$ cat src/rtl/ltc2324_16_emu.sv
// ltc2324_16_emu: fabric-clock responder model of the LTC2324-16 quad ADC serial port.
// Ports:
//   clk, rst_n               fabric clock, asynchronous active-low reset
//   CNV, SCK                 controller strobes, asynchronous to clk
//   CLKOUT, SDO1..SDO4       echoed serial clock and per-channel MSB-first data
//   pattern_en, ch1..4_in    data source select (ramp / parallel words)
//   busy, conv_cnt           conversion phase flag, accepted-conversion count
//   early_cnv, err_clr       sticky CNV-while-busy flag and its synchronous clear
module ltc2324_16_emu #(
  parameter int unsigned TCONV_CYCLES = 24,
  parameter int unsigned SYNC_STAGES  = 2,   // must be >= 2
  parameter logic [15:0] RAMP_STEP    = 16'd1
) (
  input  logic        clk,
  input  logic        rst_n,
  input  logic        CNV,
  input  logic        SCK,
  output logic        CLKOUT,
  output logic        SDO1,
  output logic        SDO2,
  output logic        SDO3,
  output logic        SDO4,
  input  logic        pattern_en,
  input  logic [15:0] ch1_in,
  input  logic [15:0] ch2_in,
  input  logic [15:0] ch3_in,
  input  logic [15:0] ch4_in,
  output logic        busy,
  output logic [15:0] conv_cnt,
  output logic        early_cnv,
  input  logic        err_clr
);

  localparam int unsigned DW  = 16;
  localparam int unsigned NCH = 4;
  localparam int unsigned BCW = 5;
  localparam int unsigned TCW = (TCONV_CYCLES > 1) ? $clog2(TCONV_CYCLES) : 1;

  typedef enum logic [1:0] {IDLE, CONV, SHIFT, DONE} state_e;

  state_e state_q, state_d;

  logic [SYNC_STAGES-1:0] cnv_sync_q, cnv_sync_d;
  logic [SYNC_STAGES-1:0] sck_sync_q, sck_sync_d;
  logic                   cnv_dly_q, cnv_dly_d;
  logic                   sck_dly_q, sck_dly_d;

  logic [NCH-1:0][DW-1:0] sr_q, sr_d;
  logic [NCH-1:0]         sdo_q, sdo_d;
  logic [BCW-1:0]         bit_cnt_q, bit_cnt_d;
  logic [TCW-1:0]         tconv_q, tconv_d;
  logic [DW-1:0]          base_q, base_d;
  logic [DW-1:0]          conv_cnt_q, conv_cnt_d;
  logic                   busy_q, busy_d;
  logic                   early_q, early_d;

  logic cnv_rise_c;
  logic sck_fall_c;
  logic accept_c;
  logic tconv_done_c;
  logic last_bit_c;

  // Edge detects on the synchronized inputs; CNV is ignored while converting.
  assign cnv_rise_c   = cnv_sync_q[SYNC_STAGES-1] & ~cnv_dly_q;
  assign sck_fall_c   = ~sck_sync_q[SYNC_STAGES-1] & sck_dly_q;
  assign accept_c     = cnv_rise_c && (state_q != CONV);
  assign tconv_done_c = (tconv_q == TCW'(TCONV_CYCLES - 1));
  assign last_bit_c   = (bit_cnt_q == BCW'(DW - 1));

  assign CLKOUT    = sck_dly_q;
  assign SDO1      = sdo_q[0];
  assign SDO2      = sdo_q[1];
  assign SDO3      = sdo_q[2];
  assign SDO4      = sdo_q[3];
  assign busy      = busy_q;
  assign conv_cnt  = conv_cnt_q;
  assign early_cnv = early_q;

  // State register.
  always_ff @(posedge clk or negedge rst_n) begin
    if (!rst_n) state_q <= IDLE;
    else        state_q <= state_d;
  end

  // Next-state logic; an accepted CNV overrides every other transition.
  always_comb begin
    state_d = state_q;
    if (accept_c) begin
      state_d = CONV;
    end else begin
      unique case (state_q)
        CONV:    if (tconv_done_c) state_d = SHIFT;
        SHIFT:   if (sck_fall_c && last_bit_c) state_d = DONE;
        default: state_d = state_q;
      endcase
    end
  end

  // Output and datapath next values.
  always_comb begin
    cnv_sync_d = {cnv_sync_q[SYNC_STAGES-2:0], CNV};
    sck_sync_d = {sck_sync_q[SYNC_STAGES-2:0], SCK};
    cnv_dly_d  = cnv_sync_q[SYNC_STAGES-1];
    sck_dly_d  = sck_sync_q[SYNC_STAGES-1];
    sr_d       = sr_q;
    sdo_d      = sdo_q;
    bit_cnt_d  = bit_cnt_q;
    tconv_d    = tconv_q;
    base_d     = base_q;
    conv_cnt_d = conv_cnt_q;
    busy_d     = busy_q;
    early_d    = early_q;

    // Set beats clear when both happen in one cycle.
    if (err_clr) early_d = 1'b0;
    if (cnv_rise_c && (state_q == CONV)) early_d = 1'b1;

    if (accept_c) begin
      for (int ch = 0; ch < NCH; ch++) begin
        sr_d[ch] = base_q + DW'(ch);
      end
      if (!pattern_en) begin
        sr_d[0] = ch1_in;
        sr_d[1] = ch2_in;
        sr_d[2] = ch3_in;
        sr_d[3] = ch4_in;
      end
      base_d     = base_q + RAMP_STEP;
      conv_cnt_d = conv_cnt_q + DW'(1);
      bit_cnt_d  = '0;
      tconv_d    = '0;
      busy_d     = 1'b1;
      sdo_d      = '0;
    end else begin
      unique case (state_q)
        CONV: begin
          if (tconv_done_c) begin
            busy_d  = 1'b0;
            tconv_d = '0;
            for (int ch = 0; ch < NCH; ch++) begin
              sdo_d[ch] = sr_q[ch][DW-1];
            end
          end else begin
            tconv_d = tconv_q + TCW'(1);
          end
        end
        SHIFT: begin
          // Data moves on SCK fall so it is stable at the following CLKOUT rise.
          if (sck_fall_c) begin
            bit_cnt_d = bit_cnt_q + BCW'(1);
            for (int ch = 0; ch < NCH; ch++) begin
              sr_d[ch]  = {sr_q[ch][DW-2:0], 1'b0};
              sdo_d[ch] = last_bit_c ? 1'b0 : sr_q[ch][DW-2];
            end
          end
        end
        default: sdo_d = '0;
      endcase
    end
  end

  // Datapath registers.
  always_ff @(posedge clk or negedge rst_n) begin
    if (!rst_n) begin
      cnv_sync_q <= '0;
      sck_sync_q <= '0;
      cnv_dly_q  <= 1'b0;
      sck_dly_q  <= 1'b0;
      sr_q       <= '0;
      sdo_q      <= '0;
      bit_cnt_q  <= '0;
      tconv_q    <= '0;
      base_q     <= '0;
      conv_cnt_q <= '0;
      busy_q     <= 1'b0;
      early_q    <= 1'b0;
    end else begin
      cnv_sync_q <= cnv_sync_d;
      sck_sync_q <= sck_sync_d;
      cnv_dly_q  <= cnv_dly_d;
      sck_dly_q  <= sck_dly_d;
      sr_q       <= sr_d;
      sdo_q      <= sdo_d;
      bit_cnt_q  <= bit_cnt_d;
      tconv_q    <= tconv_d;
      base_q     <= base_d;
      conv_cnt_q <= conv_cnt_d;
      busy_q     <= busy_d;
      early_q    <= early_d;
    end
  end

endmodule

$ cat config.mk
export PLATFORM = sky130hd
export DESIGN_NAME = ltc2324_16_emu
export DESIGN_NICKNAME = d
export VERILOG_FILES = /design/src/rtl/ltc2324_16_emu.sv
export SDC_FILE = /design/constraint.sdc
export NUM_CORES = 1
export LEC_CHECK = 0
export ABC_CLOCK_PERIOD_IN_PS = 1900
export BUFFER_PORTS_ARGS = -buffer_cell sky130_fd_sc_hd__buf_2
export CORE_ASPECT_RATIO = 2
export CORE_UTILIZATION = 53
export CTS_CLUSTER_DIAMETER = 200
export CTS_CLUSTER_SIZE = 14
export DETAILED_ROUTE_END_ITERATION = 10
export GPL_TIMING_DRIVEN = 0
export PLACE_DENSITY = 0.87
export SYNTH_ARGS = -nofsm -noshare
export SYNTH_HDL_FRONTEND = slang
export SYNTH_SLANG_ARGS = --single-unit
$ cat constraint.sdc
create_clock -name clk -period 1.9 [get_ports clk]
set_input_delay 0.38 -clock clk [delete_from_list [all_inputs] [get_ports clk]]
set_output_delay 0.38 -clock clk [all_outputs]
set_load 0.03 [all_outputs]
; Word level (Yosys, flattened, before mapping)
; Cells that the tools add are included.
[totals]
register_bits = 120
inputBits = 70
output_inout_bits = 23
word_cells = 74
[classes]
n_addsub = 6
n_eq_ne = 8
muxes = 27
n_bitwise = 4
reduce_logical = 13
[ops]
columns = op, n
row1 = $mux 64, 4
row2 = $add 16x1->16 const B, 2
row3 = $add 16x2->16 const B, 2
row4 = $mux 5, 6
row5 = $mux 4, 3
row6 = $add 5x1->5 const B, 2
row7 = $reduce_bool 2->1, 5
row8 = $mux 1, 9
row9 = $ne 3x3->1 const B, 3
row10 = $pmux 4 s2, 1
row11 = $mux 2, 3
row12 = $reduce_and 2->1, 3
row13 = $eq 5x4->1 const B, 1
row14 = $eq 5x5->1 const B, 1
row15 = $pmux 2 s2, 1
row16 = $logic_and 1x1->1, 3
row17 = $reduce_and 3->1, 1
row18 = $reduce_bool 3->1, 1
row19 = $and 1x1->1, 2
row20 = $eq 2x1->1 const B, 1
row21 = $eq 2x2->1 const B, 1
row22 = $ne 2x1->1 const B, 1
row23 = $not 1->1, 2

; Longest topological paths before layout
; Gate-level depths: netlist of the first run.
[depth]
word_depth = 6
ltp_mapped = 8
ltp_nobuf = 7

; Least setup slack after synthesis of the first run
; No wires, ideal clock.
[synth_path]
path_type = register to register
start = register state_q[1]
end = register base_q[13]
setup_time_ns = 0.079
t_arrival_ns = 1.873
required_time_ns = 1.821
slack_ns = -0.052
path_stages_with_launch = 9
n_path_buf = 2
period_less_slack_ns = 1.952
path_cell_list = dfrtp_1 -> inv_1 -> ha_1 -> or3b_1 -> clkbuf_1 -> or2_2 -> clkbuf_1 -> nor3_1 -> xor2_1
[synth_between]
elab_chain_cells = 2
[synth_rtl]
columns = item, line_no
row1 = from (decl), 41  ; state_e state_q, state_d;
row2 = from (signal assigned), 82  ; else state_q <= state_d;
row3 = $ne 2x1->1, 66  ; assign accept_c = cnv_rise_c && (state_q != CONV);
row4 = $logic_and 1x1->1, 66
row5 = to (signal assigned), 186  ; base_q <= base_d;
row6 = to (decl), 52  ; logic [DW-1:0] base_q, base_d;
; No other way between the ends.
; A chain may end at the register's enable or synchronous reset.

; Worst setup path after layout of the first run
[layout_path]
start = register base_q[11]
end = register sr_q[63] in the netlist's numbering
[layout_between]
elab_chain_cells = 3
[layout_rtl]
columns = item, line_no
row1 = $add 16x2->16, 120  ; sr_d[ch] = base_q + DW'(ch);
row2 = $mux 64, 122  ; if (!pattern_en) begin
row3 = $mux 64, 118  ; if (accept_c) begin
row4 = to (signal assigned), 182  ; sr_q <= sr_d;
row5 = to (decl), 48  ; logic [NCH-1:0][DW-1:0] sr_q, sr_d;
; No other way between the ends.

==> results of run 1 <==
-- registers in the layout, indices dropped and copies added (netlist names) --
name	flops
cnv_dly_q	1
sr_q	64
early_cnv	1
base_q	16
conv_cnt	16
cnv_sync_q	2
busy	1
sdo_q	4
CLKOUT	1
bit_cnt_q	5
state_q	2
tconv_q	5
sck_sync_q	2
-- cell families after synthesis --
logic type	synth area share (%)
flops	44.4
mux	5.15
simple gates	19.7
xor+xnor	8.81
compound gates	14.1
fa+ha+maj	1.85
buf+inv	5.91
-- per-stage QoR --
step | total power, uW | hold WS, ns
4_1_cts | 11200 | 0.0640
3_3_place_gp | 7330 | 0.336
6_report | 11900 | 0.0612
5_1_grt | 12300 | 0.0612
3_5_place_dp | 7480 | 0.333
2_1_floorplan | 6360 | 0.0844
-- cell type report --
type / count / share of cell area (%)
multi-input cells: 522 / 42.3
flip-flops and latches: 120 / 33.9
repair buffers: 133 / 9.01
clock buffers: 22 / 5.23
plain buffers: 58 / 4.96
well taps: 150 / 2.11
clock inverters: 10 / 1.87
inverters: 14 / 0.634
-- synthesized netlist by cell type, types with 16 or more instances --
| cell type | number |
|---|---|
| nor2_1 | 31 |
| a31oi_1 | 37 |
| xnor2_1 | 41 |
| o21ai_0 | 16 |
| xor2_1 | 27 |
| a211oi_1 | 22 |
| nor2b_1 | 19 |
| nor3_1 | 51 |
| mux2i_1 | 28 |
| clkbuf_1 | 35 |
| nand2_1 | 103 |
| dfrtp_1 | 120 |
-- power by group through the flow --
stage | sequential (uW) | clock [uW] | combinational, uW
final | 4230 | 3520 | 4190
after detailed placement | 4160 | 0 | 3320
after floorplan | 4090 | 0 | 2260
after CTS | 4160 | 3470 | 3570
after global placement | 4130 | 0 | 3200
after global routing | 4290 | 3600 | 4440
-- critical path: cells and delay by family, from the launching register on --
family / cells / cell delay (ns)
AND/OR/NAND/NOR: 3 / 1.14
AO/OA/AOI/OAI: 1 / 0.19
flip-flops: 1 / 0.37
buffers and inverters: 1 / 0.14
-- how the worst max path moves through the flow --
stage                                          end  depth (start not counted)
after floorplan             base_q[13]$_DFFE_PN0P_                          8
after CTS                 conv_cnt[14]$_DFFE_PN0P_                          6
final                         sr_q[63]$_DFFE_PN0P_                          5
after global placement        sr_q[23]$_DFFE_PN0P_                          1
after detailed placement      sr_q[36]$_DFFE_PN0P_                          6
after global routing           sr_q[1]$_DFFE_PN0P_                          7
-- routing by layer --
metal	track usage [%]	vias to the layer above	share of wire, %
met5	0	-	0
met4	31.6	0	10
met3	9.49	172	8.1
met2	59.4	494	50
met1	36.9	3226	32
li1	-	2842	-
-- layout by cell type (no fill, tap or decap), drive strengths merged, types with 6 or more instances in the layout --
cell type | synthesis | routed
mux2i | 28 | 28
dfrtp | 120 | 120
a21oi | 15 | 15
clkbuf | 35 | 43
xnor2 | 41 | 41
ha | 10 | 10
nor3 | 51 | 51
a21boi | 12 | 12
nor2 | 31 | 31
buf | 26 | 168
inv | 14 | 14
nor2b | 19 | 19
a211oi | 22 | 22
nand4 | 11 | 11
nand2 | 105 | 105
a221oi | 11 | 11
nand3 | 14 | 14
o21ai | 16 | 16
xor2 | 27 | 27
mux2 | 6 | 6
a31oi | 37 | 37
nor4 | 11 | 11
-- what timing repair did --
| action | in CTS | in global routing |
|---|---|---|
| pin swaps | 4 | 9 |
| cloned | 0 | 0 |
| resized for setup | 82 | 74 |
| hold buffers | 1 | 0 |
| buffers inserted | 16 | 24 |
| setup endpoints to repair | 99 | 85 |
| hold endpoints to repair | 42 | 0 |
==> impl_metrics.py, run 1 <==
metrics = {
    "run_status": {
        "status": "complete, but fails checks",
        "violations": "setup timing",
    },
    "cells_and_area": {
        "multiInputGateArea_um2": 3760,
        "syn_to_final_growth_pct": 31.4,
        "fin_area_um2": 8880,
        "antennaDiodeCount": 0,
        "layout-drive-gt1-share_pct": 32.8,
        "finalNetCount": 946,
        "seq_area_um2": 3010,
        "fin_util_pct": 71.1,
        "fillers": 870,
        "stdcell_count": 1029,
    },
    "routing": {
        "firstDrtPassIters": 8,
        "vias": 6734,
        "routed_wl_um": 24100,
        "routedWlPerCell_um": 23.4,
        "antenna_left": 0,
        "viasPerCell": 6.54,
        "drc": 0,
        "dr.first_iter.drc_count": 779,
    },
    "die": {
        "std_cell_rows": 58,
        "die_y_um": 162,
        "dieArea_um2": 13200,
        "core_um2": 12500,
        "die_w_um": 81.8,
        "pin_count": 93,
        "start_util_pct": 54.1,
    },
    "sta": {
        "tightest_slew_ns": 0.742,
        "relSlewSlack_pct": 50.5,
        "rsz0062_at_grt": "yes",
        "setup_violations": 5,
        "hold_violations": 0,
        "min_period_ns": 1.92,
        "drv_slew": 0,
        "tns_ns": -0.0553,
        "clock_skew_ns": 0.00910,
        "layout_worst_path_cycle_share_pct": 101,
        "fmax_mhz": 520,
        "layout_setup_ws_ns": -0.0217,
    },
    "synth": {
        "synthArstFlopShare_pct": 100,
        "yosysTopAreaCell": "dfrtp_1",
        "yosysSeqAreaShare_pct": 44.4,
        "ys_ff_latch": 120,
        "synth.avg_cell_area_um2": 9.40,
        "synthFlopType": "dfrtp_1",
        "synth_top_area_share_pct": 44.4,
        "synth_nets": 799,
        "netlist_area_um2": 6760,
        "yosys_warnings": 0,
        "synth_edf_count": 0,
        "yosysUniqueCellTypes": 56,
        "synthTopCellsByArea": "dfrtp_1 (44%), nand2_1 (5.7%), xnor2_1 (5.3%)",
        "synthCells": 719,
    },
    "worst_setup_path": {
        "crit_path_start_kind": "flop",
        "r2r-start": "base_q[11]$_DFFE_PN0P_",
        "cpMaxStageDelayCell": "or4_4",
        "crit_chain": "buf_8 > nand2_8 > or4_4 > or4_1 > a31oi_1",
        "path_max_fanout": 6,
        "crit_type": "flop to flop",
        "cp-startpoint": "base_q[11]$_DFFE_PN0P_",
        "end_kind": "flop",
        "cp_data_required_time_ns": 2.24,
        "cp.arrival_ns": 2.26,
        "r2r-end": "sr_q[63]$_DFFE_PN0P_",
        "cp_slowest_stage_delay_ns": 0.56,
        "rr_worst_depth": 5,
        "r2r_slack_ns": -0.02,
    },
    "place": {
        "gp_congestion": 0.998,
        "postPlaceCellArea_um2": 7450,
        "portBuffers": 91,
        "hpwl_um": 15600,
        "place_inst": 961,
        "dp_slack_ns": -0.670,
    },
    "clock_network": {
        "cts.root.buffer_cell": "clkbuf_16",
        "cts_tree": "done",
        "cts_sinks": 120,
        "clk_latency_ns": 0.43,
        "cts_buffers": 17,
        "path_clk_slew_ns": 0.06,
        "htreeDepth": 4,
        "clock_path_buffers": 2,
    },
    "power_and_ir_drop": {
        "combPwrFrac_pct": 35.1,
        "power_switching_uw": 4380,
        "powerDensity_nw_per_um2": 1340,
        "internal_power_uw": 7560,
        "p_clk_share_pct": 29.5,
        "p_leak_uw": 0.00385,
        "power.share.sequential_pct": 35.4,
        "ir_drop_mv": 0.881,
        "swShare_pct": 36.7,
    },
    "grt": {
        "grt_use_total_pct": 36.4,
        "grt_pass1_wl_um": 34300,
        "grt_antenna_before_repair": 0,
        "grt.overflow.total": 0,
        "grt_pass1_vias": 6465,
        "grt_start_max_net_pins": 79,
    },
    "run": {
        "maxCapViolCount": 0,
    },
    "worst_hold_path": {
        "min_path_type": "input port to flop",
        "holdPathEnd": "sck_sync_q[0]$_DFF_PN0_",
        "holdPathStages": 1,
        "hp-start": "SCK",
    },
}
Power figures use the tool's default switching activity.
==> inputs of run 2 (changes only) <==
--- a/config.mk
+++ b/config.mk
@@ -14,6 +14,7 @@
 export DETAILED_ROUTE_END_ITERATION = 10
 export GPL_TIMING_DRIVEN = 0
 export PLACE_DENSITY = 0.87
+export SETUP_SLACK_MARGIN = 0.02
 export SYNTH_ARGS = -nofsm -noshare
 export SYNTH_HDL_FRONTEND = slang
 export SYNTH_SLANG_ARGS = --single-unit
==> run 2 against run 1 <==
The run ends with DRC, setup timing left; register-to-register slack got worse by 0.06 ns; cell count rose by 0.19%; clock power barely moved; flip-flop and latch count did not move; worst hold slack got worse by 0.00061 ns; power rose by 4.0%; non-clock buffer count rose by 2; fmax fell by 3.3%; clock skew rose by 0.00059 ns; utilization rose by 3.2 points; combinational power rose by 11%; critical endpoint is now sr_q[61]$_DFFE_PN0P_; largest cell class unchanged; highest routed layer unchanged.
==> impl_metrics.py, run 2 (same netlist as run 1, synthesis figures left out) <==
metrics = {
    "cells_and_area": {
        "fin_util_pct": 74.4,
        "final_common_cell": "dfrtp_1",
        "syn_to_final_growth_pct": 37.3,
        "stdcell_count": 1031,
        "mostFrequentLayoutCells": "dfrtp_1 (117), nand2_1 (102), buf_2 (94), buf_4 (44), xnor2_1 (41)",
        "top_register": "sr_q",
        "largest_reg_flops": 64,
        "layout-drive-gt1-share_pct": 36.9,
        "antennaDiodeCount": 0,
        "finalNetCount": 948,
    },
    "clock_network": {
        "cts.root.buffer_cell": "clkbuf_16",
        "clk_latency_ns": 0.43,
        "cts_buffers": 17,
        "path_clk_slew_ns": 0.06,
        "cts_tree": "done",
        "clock_path_buffers": 2,
        "cts_sinks": 120,
        "htreeDepth": 4,
    },
    "grt": {
        "grt_pass1_vias": 6515,
        "grt_use_total_pct": 37.4,
        "grt_pass1_wl_um": 35100,
        "grt.overflow.total": 0,
        "grt_start_max_net_pins": 79,
        "grt_antenna_before_repair": 0,
    },
    "routing": {
        "dr.first_iter.drc_count": 1016,
        "firstDrtPassIters": 11,
        "drc": 1,
        "antenna_left": 0,
        "vias": 6937,
        "routedWlPerCell_um": 25.2,
        "viasPerCell": 6.73,
        "routed_wl_um": 26000,
    },
    "die": {
        "pin_count": 93,
        "std_cell_rows": 58,
        "core_um2": 12500,
        "die_w_um": 81.8,
        "die_y_um": 162,
        "dieArea_um2": 13200,
        "start_util_pct": 54.1,
    },
    "place": {
        "place_inst": 961,
        "hpwl_um": 15600,
        "gp_congestion": 0.998,
        "portBuffers": 91,
        "dp_slack_ns": -0.670,
    },
    "worst_setup_path": {
        "cp_data_required_time_ns": 2.20,
        "crit_type": "flop to flop",
        "cp.arrival_ns": 2.29,
        "crit_path_start_kind": "flop",
        "end_kind": "flop",
        "path_max_fanout": 4,
    },
    "power_and_ir_drop": {
        "powerDensity_nw_per_um2": 1340,
        "p_leak_uw": 0.00399,
        "ir_drop_mv": 0.984,
    },
    "sta": {
        "tightest_slew_ns": 0.887,
        "rsz0062_at_grt": "yes",
        "hold_violations": 0,
        "min_period_ns": 1.99,
        "drv_slew": 0,
        "layout_worst_path_cycle_share_pct": 105,
        "fmax_mhz": 503,
        "layout_setup_ws_ns": -0.0867,
        "setup_violations": 25,
        "relSlewSlack_pct": 40.9,
        "clock_skew_ns": 0.00968,
    },
    "worst_hold_path": {
        "min_path_type": "input port to flop",
    },
    "run_status": {
        "violations": "DRC, setup timing",
        "status": "complete, but fails checks",
    },
    "run": {
        "maxCapViolCount": 0,
    },
}
run 2: changes by cell type in the layout (fill, tap and decap cells not counted), moves of 6 or more:
cell      previous run  this run
nor3_1              42        31
a21boi_2             3        10
buf_4               51        44
nor3_2               9        15
run 2: layer usage:
layer  routed length, um  vias up  global-route usage (%)
met2               12700      582                    60.3
li1                    -     2840                       -
met4                2640        0                    32.6
met5                   0        -                       0
met1                8220     3307                    38.2
met3                2450      208                    10.5
run 2: metrics by stage:
| stage | instance area, um2 | TNS, ns | power, uW | hold WS (ns) |
|---|---|---|---|---|
| 3_3_place_gp | 7420 | -164.72 | 7330 | 0.336 |
| 4_1_cts | 8640 | -0.0140 | 11400 | 0.0640 |
| 2_1_floorplan | 6780 | 0 | 6360 | 0.0844 |
| 3_5_place_dp | 7450 | -40.24 | 7480 | 0.333 |
| 6_report | 9280 | -0.868 | 12400 | 0.0606 |
| 5_1_grt | 9280 | -1.98 | 12800 | 0.0588 |
run 2: layout make-up:
| class | instances | area [um2] |
|---|---|---|
| Buffer | 59 | 573 |
| Clock buffer | 22 | 464 |
| Clock inverter | 10 | 166 |
| Fill cell | 774 | 3200 |
| Inverter | 14 | 56.3 |
| Multi-Input combinational cell | 522 | 4000 |
| Sequential cell | 120 | 3010 |
| Tap cell | 150 | 188 |
| Timing Repair Buffer | 134 | 832 |
run 2: path summary, 6_finish.rpt:
| check | cells after the start | slack (ns) | to | startpoint |
|---|---|---|---|---|
| setup / recovery | 7 | -0.09 | sr_q[61]$_DFFE_PN0P_ | base_q[6]$_DFFE_PN0P_ |
| setup reg to reg | 7 | -0.09 | sr_q[61]$_DFFE_PN0P_ | base_q[6]$_DFFE_PN0P_ |
| hold / removal | 1 | 0.06 | sck_sync_q[0]$_DFF_PN0_ | SCK |
| hold reg to reg | 0 | 0.37 | sck_sync_q[1]$_DFF_PN0_ | sck_sync_q[0]$_DFF_PN0_ |
| min in group asynchronous | 2 | 0.44 | sr_q[33]$_DFFE_PN0P_ | rst_n |
| max in group asynchronous | 3 | 0.70 | base_q[13]$_DFFE_PN0P_ | rst_n |
run 2: power by group:
| group | switching (uW) | internal, uW |
|---|---|---|
| clock network | 1230 | 2270 |
| registers | 794 | 3470 |
| logic | 2560 | 2090 |
run 2: worst max-delay path: stages, from the launching register on:
cell and delay, ns:
dfrtp_1 0.38, buf_6 0.17, buf_4 0.16, nand4_1 0.13, buf_4 0.20, nor4_1 0.41
mux2i_1 0.33, a211oi_2 0.08
run 2: repair_timing:
action                                  in CTS  in global routing
resized for setup                          133                112
hold buffers                                 1                  0
endpoints found under the hold margin       42                  0
buffers inserted                            14                 25
endpoints found under the setup margin     100                 81
pin swaps                                    9                 32
cloned                                       0                  2
==> inputs of run 3 (changes only) <==
--- a/config.mk
+++ b/config.mk
@@ -5,15 +5,18 @@
 export SDC_FILE = /design/constraint.sdc
 export NUM_CORES = 1
 export LEC_CHECK = 0
+export ABC_AREA = 1
 export ABC_CLOCK_PERIOD_IN_PS = 1900
 export BUFFER_PORTS_ARGS = -buffer_cell sky130_fd_sc_hd__buf_2
+export CELL_PAD_IN_SITES_DETAIL_PLACEMENT = 0
+export CELL_PAD_IN_SITES_GLOBAL_PLACEMENT = 1
 export CORE_ASPECT_RATIO = 2
-export CORE_UTILIZATION = 53
+export CORE_UTILIZATION = 38
 export CTS_CLUSTER_DIAMETER = 200
 export CTS_CLUSTER_SIZE = 14
 export DETAILED_ROUTE_END_ITERATION = 10
 export GPL_TIMING_DRIVEN = 0
-export PLACE_DENSITY = 0.87
+export PLACE_DENSITY = 0.86
 export SETUP_SLACK_MARGIN = 0.02
 export SYNTH_ARGS = -nofsm -noshare
 export SYNTH_HDL_FRONTEND = slang
==> run 3 against run 2 <==
Combinational power fell by 25%; highest routed layer unchanged; critical endpoint is now sr_q[41]$_DFFE_PN0P_; clock power fell by 5%; fmax rose by 7.5%; critical path depth rose by 1; largest cell class unchanged; global-route usage fell by 9.7 points; critical path type unchanged; synthesized cell count rose by 26%; clock skew rose by 0.0028 ns; cell count rose by 21%; the run now ends clean; die area rose by 41%; non-clock buffer count fell by 54; worst hold slack improved by 0.0012 ns; synthesized area rose by 1.7%.
==> impl_metrics.py, run 3 <==
metrics = {
    "power_and_ir_drop": {
        "p_leak_uw": 0.00406,
        "ir_drop_mv": 0.580,
        "combPwrFrac_pct": 32.1,
        "p_clk_share_pct": 30.7,
        "power.share.sequential_pct": 37.2,
        "powerDensity_nw_per_um2": 1280,
        "power_uw": 10800,
        "internal_power_uw": 6710,
        "swShare_pct": 37.8,
        "power_switching_uw": 4080,
    },
    "grt": {
        "grt_antenna_before_repair": 0,
        "grt_use_total_pct": 27.7,
        "grt_pass1_wl_um": 38300,
        "grt.overflow.total": 0,
        "grt_pass1_vias": 6831,
        "grt_start_max_net_pins": 70,
    },
    "synth": {
        "synth_nets": 989,
        "ys_ff_latch": 120,
        "synthArstFlopShare_pct": 100,
        "synth_edf_count": 0,
        "synth.most_common_cell": "nand2_1",
        "yosysSeqAreaShare_pct": 43.7,
        "yosys_warnings": 0,
        "synthCells": 909,
        "synthFlopType": "dfrtp_1",
        "synthTopCellsByArea": "dfrtp_1 (44%), nand2_1 (13%), inv_1 (5.2%)",
        "yosysTopAreaCell": "dfrtp_1",
        "netlist_area_um2": 6870,
        "synth_common_cells": "nand2_1 (243), dfrtp_1 (120), inv_1 (96), nor2_1 (80), nand3_1 (68)",
        "synth_top_area_share_pct": 43.7,
        "synth.avg_cell_area_um2": 7.56,
        "yosysUniqueCellTypes": 40,
    },
    "routing": {
        "routedWlPerCell_um": 20.1,
        "dr.first_iter.drc_count": 499,
        "antenna_left": 0,
        "vias": 6793,
        "viasPerCell": 5.43,
        "firstDrtPassIters": 5,
        "drc": 0,
        "routed_wl_um": 25200,
    },
    "worst_setup_path": {
        "end_kind": "flop",
        "crit_path_start_kind": "flop",
        "cp.arrival_ns": 2.15,
        "r2r-end": "sr_q[41]$_DFFE_PN0P_",
        "path_max_fanout": 8,
        "rr_worst_depth": 8,
        "endpoint": "sr_q[41]$_DFFE_PN0P_",
        "crit_type": "flop to flop",
        "cp_data_required_time_ns": 2.20,
        "r2r-start": "base_q[2]$_DFFE_PN0P_",
        "r2r_slack_ns": 0.05,
        "cp-startpoint": "base_q[2]$_DFFE_PN0P_",
    },
    "place": {
        "gp_congestion": 0.976,
        "portBuffers": 91,
        "hpwl_um": 19500,
        "postPlaceCellArea_um2": 7630,
        "dp_slack_ns": -0.380,
    },
    "sta": {
        "clock_skew_ns": 0.0125,
        "rsz0062_at_grt": "yes",
        "drv_slew": 0,
        "min_period_ns": 1.85,
        "setup_violations": 0,
        "layout_worst_path_cycle_share_pct": 97.3,
        "tightest_slew_ns": 0.760,
        "relSlewSlack_pct": 49.3,
        "layout_setup_ws_ns": 0.0521,
        "fmax_mhz": 541,
        "hold_violations": 0,
    },
    "cells_and_area": {
        "antennaDiodeCount": 0,
        "layout-drive-gt1-share_pct": 20.0,
        "finalNetCount": 1105,
        "fin_util_pct": 47.5,
        "fillers": 1793,
        "largest_reg_flops": 64,
        "mostFrequentLayoutCells": "nand2_1 (237), dfrtp_1 (118), buf_2 (100), inv_1 (94), nor2_1 (75)",
        "top_register": "sr_q",
        "syn_to_final_growth_pct": 22.4,
        "fin_area_um2": 8410,
        "final_common_cell": "nand2_1",
    },
    "die": {
        "dieArea_um2": 18700,
        "core_um2": 17700,
        "start_util_pct": 38.8,
        "std_cell_rows": 69,
        "die_y_um": 192,
        "die_w_um": 97.1,
        "pin_count": 93,
    },
    "clock_network": {
        "htreeDepth": 4,
        "clock_path_buffers": 2,
        "clk_latency_ns": 0.43,
        "path_clk_slew_ns": 0.06,
        "cts.root.buffer_cell": "clkbuf_16",
        "cts_buffers": 17,
        "cts_sinks": 120,
        "cts_tree": "done",
    },
    "worst_hold_path": {
        "min_path_type": "input port to flop",
    },
    "run": {
        "maxCapViolCount": 0,
    },
    "run_status": {
        "status": "finished, final reports clean",
    },
}
==> run 3: stage by stage <==
stage | std cells | TNS, ns | hold WS, ns
3_5_place_dp | 1214 | -13.42 | 0.346
6_report | 1251 | 0 | 0.0618
3_3_place_gp | 1213 | -159.07 | 0.335
2_1_floorplan | 909 | 0 | 0.0844
5_1_grt | 1251 | -0.0140 | 0.0609
4_1_cts | 1248 | 0 | 0.0606
==> run 3: layout make-up <==
class	instances	area, um2	share of cell area [%]
Sequential cell	120	3010	35.7
Buffer	42	304	3.61
Tap cell	213	267	3.17
Clock buffer	20	457	5.43
Timing Repair Buffer	97	529	6.29
Multi-Input combinational cell	648	3340	39.6
Clock inverter	12	141	1.68
Inverter	99	375	4.46
==> run 3: routing by layer <==
| layer | track usage [%] | routed length (um) | vias up |
|---|---|---|---|
| li1 | - | - | 3229 |
| met1 | 26.9 | 8580 | 3166 |
| met2 | 50.8 | 13100 | 275 |
| met3 | 4.84 | 1250 | 123 |
| met4 | 22.6 | 2190 | 0 |
| met5 | 0 | 0 | - |
==> run 3: cells by family after synthesis <==
| kind of cell | share of synthesized area (%) |
|---|---|
| adder cells (fa/ha/maj) | 1.82 |
| AND/OR/NAND/NOR | 26.7 |
| AO/OA/AOI/OAI | 16.3 |
| flip-flops | 43.7 |
| XOR/XNOR | 2.55 |
| buffers and inverters | 8.96 |
==> run 3: what timing repair did <==
item                                   4_1_cts  5_1_grt
setup endpoints to repair                   96       61
hold buffers                                 1        0
endpoints found under the hold margin       51        0
buffers inserted                             1        3
pin swaps                                    1        1
gates resized for setup                     31       22
==> run 3: critical path, cell delays in order, from the launching register on <==
cell and delay (ns):
dfrtp_2 0.46, ha_1 0.26, inv_1 0.12, nor2_4 0.23, nand2_1 0.15, nand2_1 0.15
nand2_1 0.09, o21ai_1 0.18, a21oi_1 0.09
==> run 3: worst min-delay path by stage <==
stage          slack (ns)                    start                       to  cells after the start
2_1_floorplan        0.08                    rst_n         CLKOUT$_DFF_PN0_                      0
3_3_place_gp         0.34  cnv_sync_q[0]$_DFF_PN0_  cnv_sync_q[1]$_DFF_PN0_                      0
3_5_place_dp         0.35  cnv_sync_q[0]$_DFF_PN0_  cnv_sync_q[1]$_DFF_PN0_                      0
4_1_cts              0.06                      CNV  cnv_sync_q[0]$_DFF_PN0_                      1
5_1_grt              0.06                      CNV  cnv_sync_q[0]$_DFF_PN0_                      1
6_report             0.06                      CNV  cnv_sync_q[0]$_DFF_PN0_                      1
==> run 3: power by group through the flow <==
stage          Sequential (uW)  Clock (uW)  Combinational (uW)
6_report                  4010        3310                3470
5_1_grt                   4110        3440                3820
4_1_cts                   4000        3330                3320
3_5_place_dp              4020           0                3210
3_3_place_gp              4000           0                3150
2_1_floorplan             4060           0                2050
